===== src/rtl/snd_pkg.sv =====
// Shared definitions for the mapper expansion-audio output path.
package snd_pkg;

    localparam int SND_LVL_W = 7;
    localparam int SND_PCM_W = 10;

    typedef logic [SND_PCM_W-1:0] snd_pcm_t;

    localparam snd_pcm_t SND_PCM_MAX = 10'd1023;

    // Saturate an 11-bit level product to the PCM range.
    function automatic snd_pcm_t snd_clamp(input logic [SND_PCM_W:0] v);
        return (v > {1'b0, SND_PCM_MAX}) ? SND_PCM_MAX : v[SND_PCM_W-1:0];
    endfunction

endpackage


===== src/rtl/snd_sd_mod.sv =====
// First-order sigma-delta modulator: the carry out of a 10-bit phase
// accumulator is the 1-bit DAC stream, so the ones density equals pcm/1024.
module snd_sd_mod
    import snd_pkg::*;
(
    input  logic                 clk,
    input  logic                 rst,
    input  logic [SND_PCM_W-1:0] pcm,
    output logic                 dac_out
);

    logic [SND_PCM_W-1:0] sd_acc_q, sd_acc_d;
    logic                 dac_q, dac_d;
    logic [SND_PCM_W:0]   sum;

    // Accumulate the level; the overflow bit becomes the next output bit.
    always_comb begin
        sum      = {1'b0, sd_acc_q} + {1'b0, pcm};
        sd_acc_d = sum[SND_PCM_W-1:0];
        dac_d    = sum[SND_PCM_W];
    end

    // Accumulator and output bit registers.
    always_ff @(posedge clk) begin
        if (rst) begin
            sd_acc_q <= '0;
            dac_q    <= 1'b0;
        end else begin
            sd_acc_q <= sd_acc_d;
            dac_q    <= dac_d;
        end
    end

    assign dac_out = dac_q;

endmodule


===== src/rtl/snd_exp_dac.sv =====
// Expansion-audio output stage: synchronises cpu_m2, captures the 7-bit level
// on each M2 rise, scales/clamps/mutes it, optionally low-pass filters it and
// drives a 10-bit PCM level plus a sigma-delta DAC pin.
// Optional one-pole IIR filter: define SND_EXP_LPF_EN.
module snd_exp_dac
    import snd_pkg::*;
#(
    parameter int unsigned GAIN      = 8,
    parameter int unsigned TO_W      = 12,
    parameter int unsigned LPF_SHIFT = 4
) (
    input  logic                 clk,
    input  logic                 rst,
    input  logic                 cpu_m2,
    input  logic [SND_LVL_W-1:0] snd_in,
    input  logic                 mute,
    output logic [SND_PCM_W-1:0] pcm,
    output logic                 sample_stb,
    output logic                 m2_alive,
    output logic                 dac_out
);

    localparam logic [3:0]      GAIN_L = 4'(GAIN);
    localparam logic [TO_W-1:0] TO_MAX = {TO_W{1'b1}};

    logic                 s1_q, s2_q, s3_q;
    logic [1:0]           fill_q, fill_d;
    logic                 armed_q, armed_d;
    logic [TO_W-1:0]      to_ctr_q, to_ctr_d;
    logic                 alive_q, alive_d;
    logic                 v1_q, v1_d;
    logic [SND_LVL_W-1:0] sample_q, sample_d;
    logic                 v2_q, v2_d;
    snd_pcm_t             scaled_q, scaled_d;
    logic                 stb_q, stb_d;
    snd_pcm_t             pcm_q, pcm_d;
    logic                 m2_rise, sat, alive_now, timeout_fire;
    logic [SND_PCM_W:0]   prod;
`ifdef SND_EXP_LPF_EN
    localparam int unsigned ACC_W = SND_PCM_W + LPF_SHIFT;
    logic [ACC_W-1:0]     lpf_acc_q, lpf_acc_d;
`endif

    // Edge detect, timeout, capture, scale and output stage next-state.
    always_comb begin
        fill_d = {fill_q[0], 1'b1};
        // Reset leaves zeros in the synchroniser that are not real M2 samples;
        // only arm edge detection after a genuine low has come through.
        armed_d      = armed_q | (fill_q[1] & ~s2_q);
        m2_rise      = s2_q & ~s3_q & armed_q;
        sat          = (to_ctr_q == TO_MAX);
        alive_now    = alive_q & ~sat;
        timeout_fire = alive_q & sat & ~m2_rise;

        to_ctr_d = to_ctr_q;
        alive_d  = alive_q;
        if (m2_rise) begin
            to_ctr_d = '0;
            alive_d  = 1'b1;
        end else if (sat) begin
            alive_d  = 1'b0;
        end else begin
            to_ctr_d = to_ctr_q + TO_W'(1);
        end

        // A timeout pushes one zero sample through so pcm decays to silence.
        v1_d     = m2_rise | timeout_fire;
        sample_d = sample_q;
        if (v1_d)
            sample_d = (m2_rise & alive_now) ? snd_in : '0;

        prod     = (SND_PCM_W+1)'(sample_q) * (SND_PCM_W+1)'(GAIN_L);
        v2_d     = v1_q;
        scaled_d = scaled_q;
        if (v1_q)
            scaled_d = mute ? '0 : snd_clamp(prod);

        stb_d = v2_q;
        pcm_d = pcm_q;
`ifdef SND_EXP_LPF_EN
        lpf_acc_d = lpf_acc_q;
        if (v2_q) begin
            lpf_acc_d = lpf_acc_q - (lpf_acc_q >> LPF_SHIFT) + ACC_W'(scaled_q);
            pcm_d     = lpf_acc_d[LPF_SHIFT +: SND_PCM_W];
        end
`else
        if (v2_q)
            pcm_d = scaled_q;
`endif
    end

    // State registers; reset discards any sample in flight.
    always_ff @(posedge clk) begin
        if (rst) begin
            s1_q     <= 1'b0;
            s2_q     <= 1'b0;
            s3_q     <= 1'b0;
            fill_q   <= '0;
            armed_q  <= 1'b0;
            to_ctr_q <= '0;
            alive_q  <= 1'b0;
            v1_q     <= 1'b0;
            sample_q <= '0;
            v2_q     <= 1'b0;
            scaled_q <= '0;
            stb_q    <= 1'b0;
            pcm_q    <= '0;
`ifdef SND_EXP_LPF_EN
            lpf_acc_q <= '0;
`endif
        end else begin
            s1_q     <= cpu_m2;
            s2_q     <= s1_q;
            s3_q     <= s2_q;
            fill_q   <= fill_d;
            armed_q  <= armed_d;
            to_ctr_q <= to_ctr_d;
            alive_q  <= alive_d;
            v1_q     <= v1_d;
            sample_q <= sample_d;
            v2_q     <= v2_d;
            scaled_q <= scaled_d;
            stb_q    <= stb_d;
            pcm_q    <= pcm_d;
`ifdef SND_EXP_LPF_EN
            lpf_acc_q <= lpf_acc_d;
`endif
        end
    end

    snd_sd_mod u_sd (
        .clk     (clk),
        .rst     (rst),
        .pcm     (pcm_q),
        .dac_out (dac_out)
    );

    assign pcm        = pcm_q;
    assign sample_stb = stb_q;
    assign m2_alive   = alive_q;

endmodule


===== config.mk =====
export PLATFORM = sky130hd
export DESIGN_NAME = snd_exp_dac
export DESIGN_NICKNAME = d
export VERILOG_FILES = /design/src/rtl/snd_pkg.sv /design/src/rtl/snd_sd_mod.sv /design/src/rtl/snd_exp_dac.sv
export SDC_FILE = /design/constraint.sdc
export NUM_CORES = 1
export LEC_CHECK = 0
export ABC_AREA = 1
export ABC_CLOCK_PERIOD_IN_PS = 1400
export CORE_MARGIN = 4
export CORE_UTILIZATION = 30
export CTS_CLUSTER_DIAMETER = 100
export CTS_CLUSTER_SIZE = 20
export DETAILED_ROUTE_END_ITERATION = 8
export PLACE_DENSITY = 0.49
export SLEW_MARGIN = 0
export SYNTH_ARGS = -nofsm -noshare
export SYNTH_HDL_FRONTEND = slang
export SYNTH_SLANG_ARGS = --single-unit

===== constraint.sdc =====
create_clock -name clk -period 1.4 [get_ports clk]
set_input_delay 0.14 -clock clk [delete_from_list [all_inputs] [get_ports clk]]
set_output_delay 0.14 -clock clk [all_outputs]
set_load 0.005 [all_outputs]

==> results.yml, run 1 <==
critical_path:
  crit_family: "adder cells"
  critPathLaunch: "pcm[3]"
  crit_end: "u_sd.sd_acc_q[9]"
  crit_type: "register to register"
  crit_cells: 10
  critical_path_buf_inv_count: 2
  cp.arrival_ns: 1.63
  crit_required_ns: 1.64
  worstReg2RegStart: "pcm[3]"
  endpoint_kind: "register"
  rrSetupSlack_ns: 0.01
  critical-path-max-stage-delay_ns: 0.35
  cp_slowest_cell: "dfxtp_2"
  reg2reg_depth: 10
  reg2reg_to: "u_sd.sd_acc_q[9]"
  cp-start-kind: "register"
  cp_max_fo: 2
  crit_chain: "ha_4, inv_2, fa_2, inv_2, nand3_2, nand2_2, nand3_2, nand3_1, nand2_1, nor2_1"
global_routing:
  track_usage_pct: 11.7
  grt_max_degree: 20
  grt_pass1_wl_mm: 8.05
  antenna_found_initial: 0
  first_global_vias: 1803
  grt-ovfl-total: 0
synthesis:
  ys_top_cells_by_area: "dfxtp_1 (47%), a21oi_1 (6.9%), nand2_1 (6.5%), nor2_1 (6.5%), ha_1 (4.6%)"
  async_flop_share_pct: 0
  synth_top_flop_cell: "dfxtp_1"
  synth-edff-count: 0
  yosys_register_bits: 51
  yosysTopAreaCell: "dfxtp_1"
  syn_inst: 274
  synth_seq_area_share_pct: 46.8
  ys_types: 34
  yosys_warnings: 0
  synth_top_cell_area_share_pct: 46.8
  syn_area_sq_mm: 0.00218
  avgSynthCellArea_sq_um: 7.96
power_and_ir_drop:
  p_sw_share_pct: 22.0
  finalPower_uw: 2550
  p_sw_uw: 561
  pwr-share-comb_pct: 5.4
  clkPwrFrac_pct: 36.3
  leakagePower_uw: 0.00120
  p_int_uw: 1990
  peakVddDrop_uv: 354
  cellPowerDensity_mw_per_mm2: 920
  seqPwrFrac_pct: 58.3
clock_network:
  clk_pin_slew_ns: 0.09
  cts_root_buf: "clkbuf_8"
  cts_buffers: 5
  cts_hold_buf: 0
  clock-sinks: 51
  clock_path_buffers: 2
  tritoncts: "built"
  htreeDepth: 2
  insertion_delay_ns: 0.31
detailed_routing:
  routed_wirelength_mm: 4.69
  drt_iter0_drc: 52
  via_count: 1787
  drtPass1Iterations: 4
  vias_per_cell: 4.38
  drc: 0
  wl_per_cell_microns: 11.5
  postRouteAntennaNets: 0
finish:
  drive_gt1_share_pct: 21.5
  fin_area_sq_mm: 0.00278
  layout_common_cells: "dfxtp_1 (42), nor2_1 (37), nand2_1 (35)"
  fin_cells: 408
  fillers: 728
  area_growth_pct: 27.3
  antenna_cells: 0
  final_common_cell: "dfxtp_1"
  layout.nets: 331
  final_core_util_pct: 40.0
timing:
  drv_slew: 0
  fin_crit_sh_pct: 99.3
  setup_violations: 0
  clock_skew_ns: 0.00614
  fmax_mhz: 719
  hold_violations: 0
  rsz0062_at_grt: "yes"
  timing.final.crit_period_ns: 1.39
  fin_hold_ws_ns: 0.349
placed_design:
  dpl-instance-area_sq_mm: 0.00258
  portBuffers: 20
  dp_hpwl_mm: 3.35
  dpl.cell_count: 398
  globalplace.congestion: 0.775
floorplan:
  die_y_microns: 93.3
  die_area_sq_mm: 0.00870
  die_x_microns: 93.3
  num_rows: 30
  coreArea_sq_mm: 0.00694
  initial_core_util_pct: 31.4
  ios: 24
outcome:
  status: "completed"
hold_path:
  min_path_type: "primary input to register"
run:
  maxCapViolations: 0
==> synthesized netlist by cell type (4+ instances only) <==
master and n:
dfxtp_1 51, ha_1 8, o21ai_0 17, nor2_1 38, nand4_1 8, clkbuf_1 4, inv_1 24, nand2_1 38
a21oi_1 30, inv_2 6, nand3_1 17
==> metrics by stage <==
stage	TNS, ns	setup WS, ns
after floorplan	0	0.00498
after global placement	-0.00572	-0.00572
after detailed placement	-0.0408	-0.0408
after CTS	-0.00407	-0.00407
after global routing	-0.222	-0.102
final	0	0.0101
==> cell families after synthesis <==
logic type | count (synthesis) | synth area share (%)
simple gates | 115 | 25.2
compound gates | 53 | 12.5
flops | 51 | 46.8
buf+inv | 42 | 8.61
fa+ha+maj | 9 | 5.51
xor+xnor | 3 | 1.21
other cells | 1 | 0.172
==> tightest hold or removal path: cells and delay by family <==
kind	cells	cell delay (ns)
and+or+nand+nor	1	0.03
buffers and inverters	2	0.45
==> state kept, by name (all words and copies together), names as in the netlist, 2 cells and up <==
name           flops
scaled_q           7
pcm                7
sample_q           7
u_sd.sd_acc_q      7
to_ctr_q          12
fill_q             2
==> power groups by stage <==
stage	Combinational [uW]	Clock, uW	Sequential (uW)
3_3_place_gp	134	0	1520
2_1_floorplan	72.7	0	1520
5_1_grt	158	1030	1490
6_report	138	928	1490
4_1_cts	136	970	1490
3_5_place_dp	134	0	1520
==> metal layers <==
layer | track usage (%) | wire length, microns | part of all wire, %
met5 | 0 | 0 | 0
met4 | 4.76 | 89 | 1.9
met3 | 3.30 | 156 | 3.3
met2 | 18.6 | 2140 | 46
met1 | 14.7 | 2300 | 49
==> worst min-delay path by stage <==
stage,cells after the start,endpoint,startpoint,slack (ns)
floorplan,2,s1_q,cpu_m2,0.25
global placement,2,fill_q[1],fill_q[0],0.40
detailed placement,2,s2_q,s1_q,0.40
CTS,3,s1_q,cpu_m2,0.35
global route,3,s1_q,cpu_m2,0.34
finish,3,s1_q,cpu_m2,0.35
==> layout make-up <==
class	instances	area (sq um)	area share, %
clock buffer	8	100	3.61
timing repair buffer	38	342	12.3
inverter	32	123	4.42
multi-input combinational	183	1060	38.1
tap	96	120	4.33
sequential	51	1030	37.3
==> what timing repair did <==
item                                    CTS  global route
pin swaps                                 3             4
endpoints found under the setup margin    6            25
gates resized for setup                  11            17
setup buffers                             1             1
Note: power is estimated with default switching activity, not from simulation.
==> run 2: changes to the inputs <==
--- a/config.mk
+++ b/config.mk
@@ -12,6 +12,7 @@
 export CTS_CLUSTER_DIAMETER = 100
 export CTS_CLUSTER_SIZE = 20
 export DETAILED_ROUTE_END_ITERATION = 8
+export MAX_ROUTING_LAYER = met4
 export PLACE_DENSITY = 0.49
 export SLEW_MARGIN = 0
 export SYNTH_ARGS = -nofsm -noshare
==> run 2 against run 1 <==
Sequential share of layout area did not move. First-iteration DRC count is 3.8% higher. Via count rose by 0.28%. Highest routed layer unchanged.
==> results.yml, run 2 (synthesis gave the netlist of run 1 again) <==
timing:
  fmax_mhz: 719
  fin_crit_sh_pct: 99.3
  hold_violations: 0
  drv_slew: 0
  timing.final.crit_period_ns: 1.39
  setup_violations: 0
  rsz0062_at_grt: "yes"
  clock_skew_ns: 0.00595
power_and_ir_drop:
  peakVddDrop_uv: 351
  p_sw_uw: 559
  pwr-share-comb_pct: 5.4
  p_int_uw: 1990
  p_sw_share_pct: 21.9
  seqPwrFrac_pct: 58.3
  cellPowerDensity_mw_per_mm2: 920
  leakagePower_uw: 0.00120
  clkPwrFrac_pct: 36.3
clock_network:
  cts_buffers: 5
  tritoncts: "built"
  clk_pin_slew_ns: 0.09
  clock_path_buffers: 2
  clock-sinks: 51
  cts_root_buf: "clkbuf_8"
  htreeDepth: 2
  insertion_delay_ns: 0.30
global_routing:
  grt-ovfl-total: 0
  track_usage_pct: 12.0
  grt_pass1_wl_mm: 8.05
  antenna_found_initial: 0
  first_global_vias: 1802
  grt_max_degree: 20
critical_path:
  cp_max_fo: 2
  cp-start-kind: "register"
  crit_required_ns: 1.64
  crit_type: "register to register"
  worstReg2RegStart: "pcm[3]"
  cp.arrival_ns: 1.63
  endpoint_kind: "register"
  rrSetupSlack_ns: 0.01
  reg2reg_depth: 10
  reg2reg_to: "u_sd.sd_acc_q[9]"
detailed_routing:
  postRouteAntennaNets: 0
  via_count: 1792
  drt_iter0_drc: 54
  vias_per_cell: 4.39
  drtPass1Iterations: 4
  wl_per_cell_microns: 11.5
  routed_wirelength_mm: 4.68
  drc: 0
placed_design:
  portBuffers: 20
  dpl-instance-area_sq_mm: 0.00258
  globalplace.congestion: 0.786
  dp_hpwl_mm: 3.35
hold_path:
  holdPathStages: 3
  worstHoldStart: "cpu_m2"
  whs_endpoint: "s1_q"
  min_path_type: "primary input to register"
finish:
  area_growth_pct: 27.3
  drive_gt1_share_pct: 21.5
  final_core_util_pct: 40.0
  largest-register: "to_ctr_q"
  fin_area_sq_mm: 0.00278
  layout.nets: 331
  largest_reg_flops: 12
  antenna_cells: 0
  fillers: 728
  layout_common_cells: "dfxtp_1 (42), nor2_1 (37), nand2_1 (35)"
  final_common_cell: "dfxtp_1"
floorplan:
  coreArea_sq_mm: 0.00694
  die_x_microns: 93.3
  die_y_microns: 93.3
  ios: 24
  initial_core_util_pct: 31.4
  die_area_sq_mm: 0.00870
  num_rows: 30
outcome:
  status: "completed"
run:
  maxCapViolations: 0
[run 2: worst max-delay path, stage by stage (launching register included)]
cell,delay [ns]
dfxtp_2,0.35
ha_4,0.13
inv_2,0.03
fa_2,0.32
inv_2,0.07
nand3_2,0.06
nand2_2,0.08
nand3_2,0.07
nand3_1,0.08
nand2_1,0.05
nor2_1,0.08
[run 2: routing by layer]
| layer | track usage (%) | part of all wire [%] | vias to the layer above |
|---|---|---|---|
| met2 | 18.6 | 46 | 25 |
| met1 | 14.8 | 49 | 795 |
| met5 | - | 0 | - |
| met3 | 3.14 | 3.3 | 6 |
| li1 | - | - | 966 |
| met4 | 4.76 | 1.9 | 0 |
[run 2: timing repair]
action                                  CTS  global route
setup buffers                             1             1
resized for setup                        11            17
endpoints found under the setup margin    6            25
gates cloned                              0             0
hold buffers                              0             0
endpoints found under the hold margin     0             0
pin swaps                                 3             4
[run 2: worst max path at each step]
stage | startpoint | end | cells after the start
3_3_place_gp | pcm[3] | u_sd.sd_acc_q[9] | 9
6_report | pcm[3] | u_sd.sd_acc_q[9] | 10
5_1_grt | pcm[3] | u_sd.sd_acc_q[7] | 9
4_1_cts | pcm[3] | u_sd.sd_acc_q[9] | 9
3_5_place_dp | pcm[3] | u_sd.sd_acc_q[9] | 9
2_1_floorplan | pcm[3] | u_sd.sd_acc_q[9] | 9
[run 2: final cells by class]
type	instances	area, sq um	share of cell area [%]
multi-input cells	183	1060	38.1
flip-flops and latches	51	1030	37.3
repair buffers	38	342	12.3
inverters	32	123	4.42
well taps	96	120	4.33
clock buffers	8	100	3.61
[run 2: per-stage QoR]
step                power [uW]  hold WS, ns  setup TNS, ns  worst slack (ns)  std cells
global placement          1650        0.402       -0.00572          -0.00572        398
global route              2680        0.343         -0.223            -0.102        408
CTS                       2590        0.349       -0.00407          -0.00407        407
detailed placement        1650        0.400        -0.0408           -0.0408        398
floorplan                 1590        0.247              0           0.00498        276
finish                    2550        0.350              0           0.00972        408
[run 2: power groups by stage]
stage	clock [uW]	sequential [uW]	combinational (uW)
2_1_floorplan	0	1520	72.7
3_3_place_gp	0	1520	134
3_5_place_dp	0	1520	134
4_1_cts	970	1490	136
5_1_grt	1030	1490	158
6_report	925	1490	138
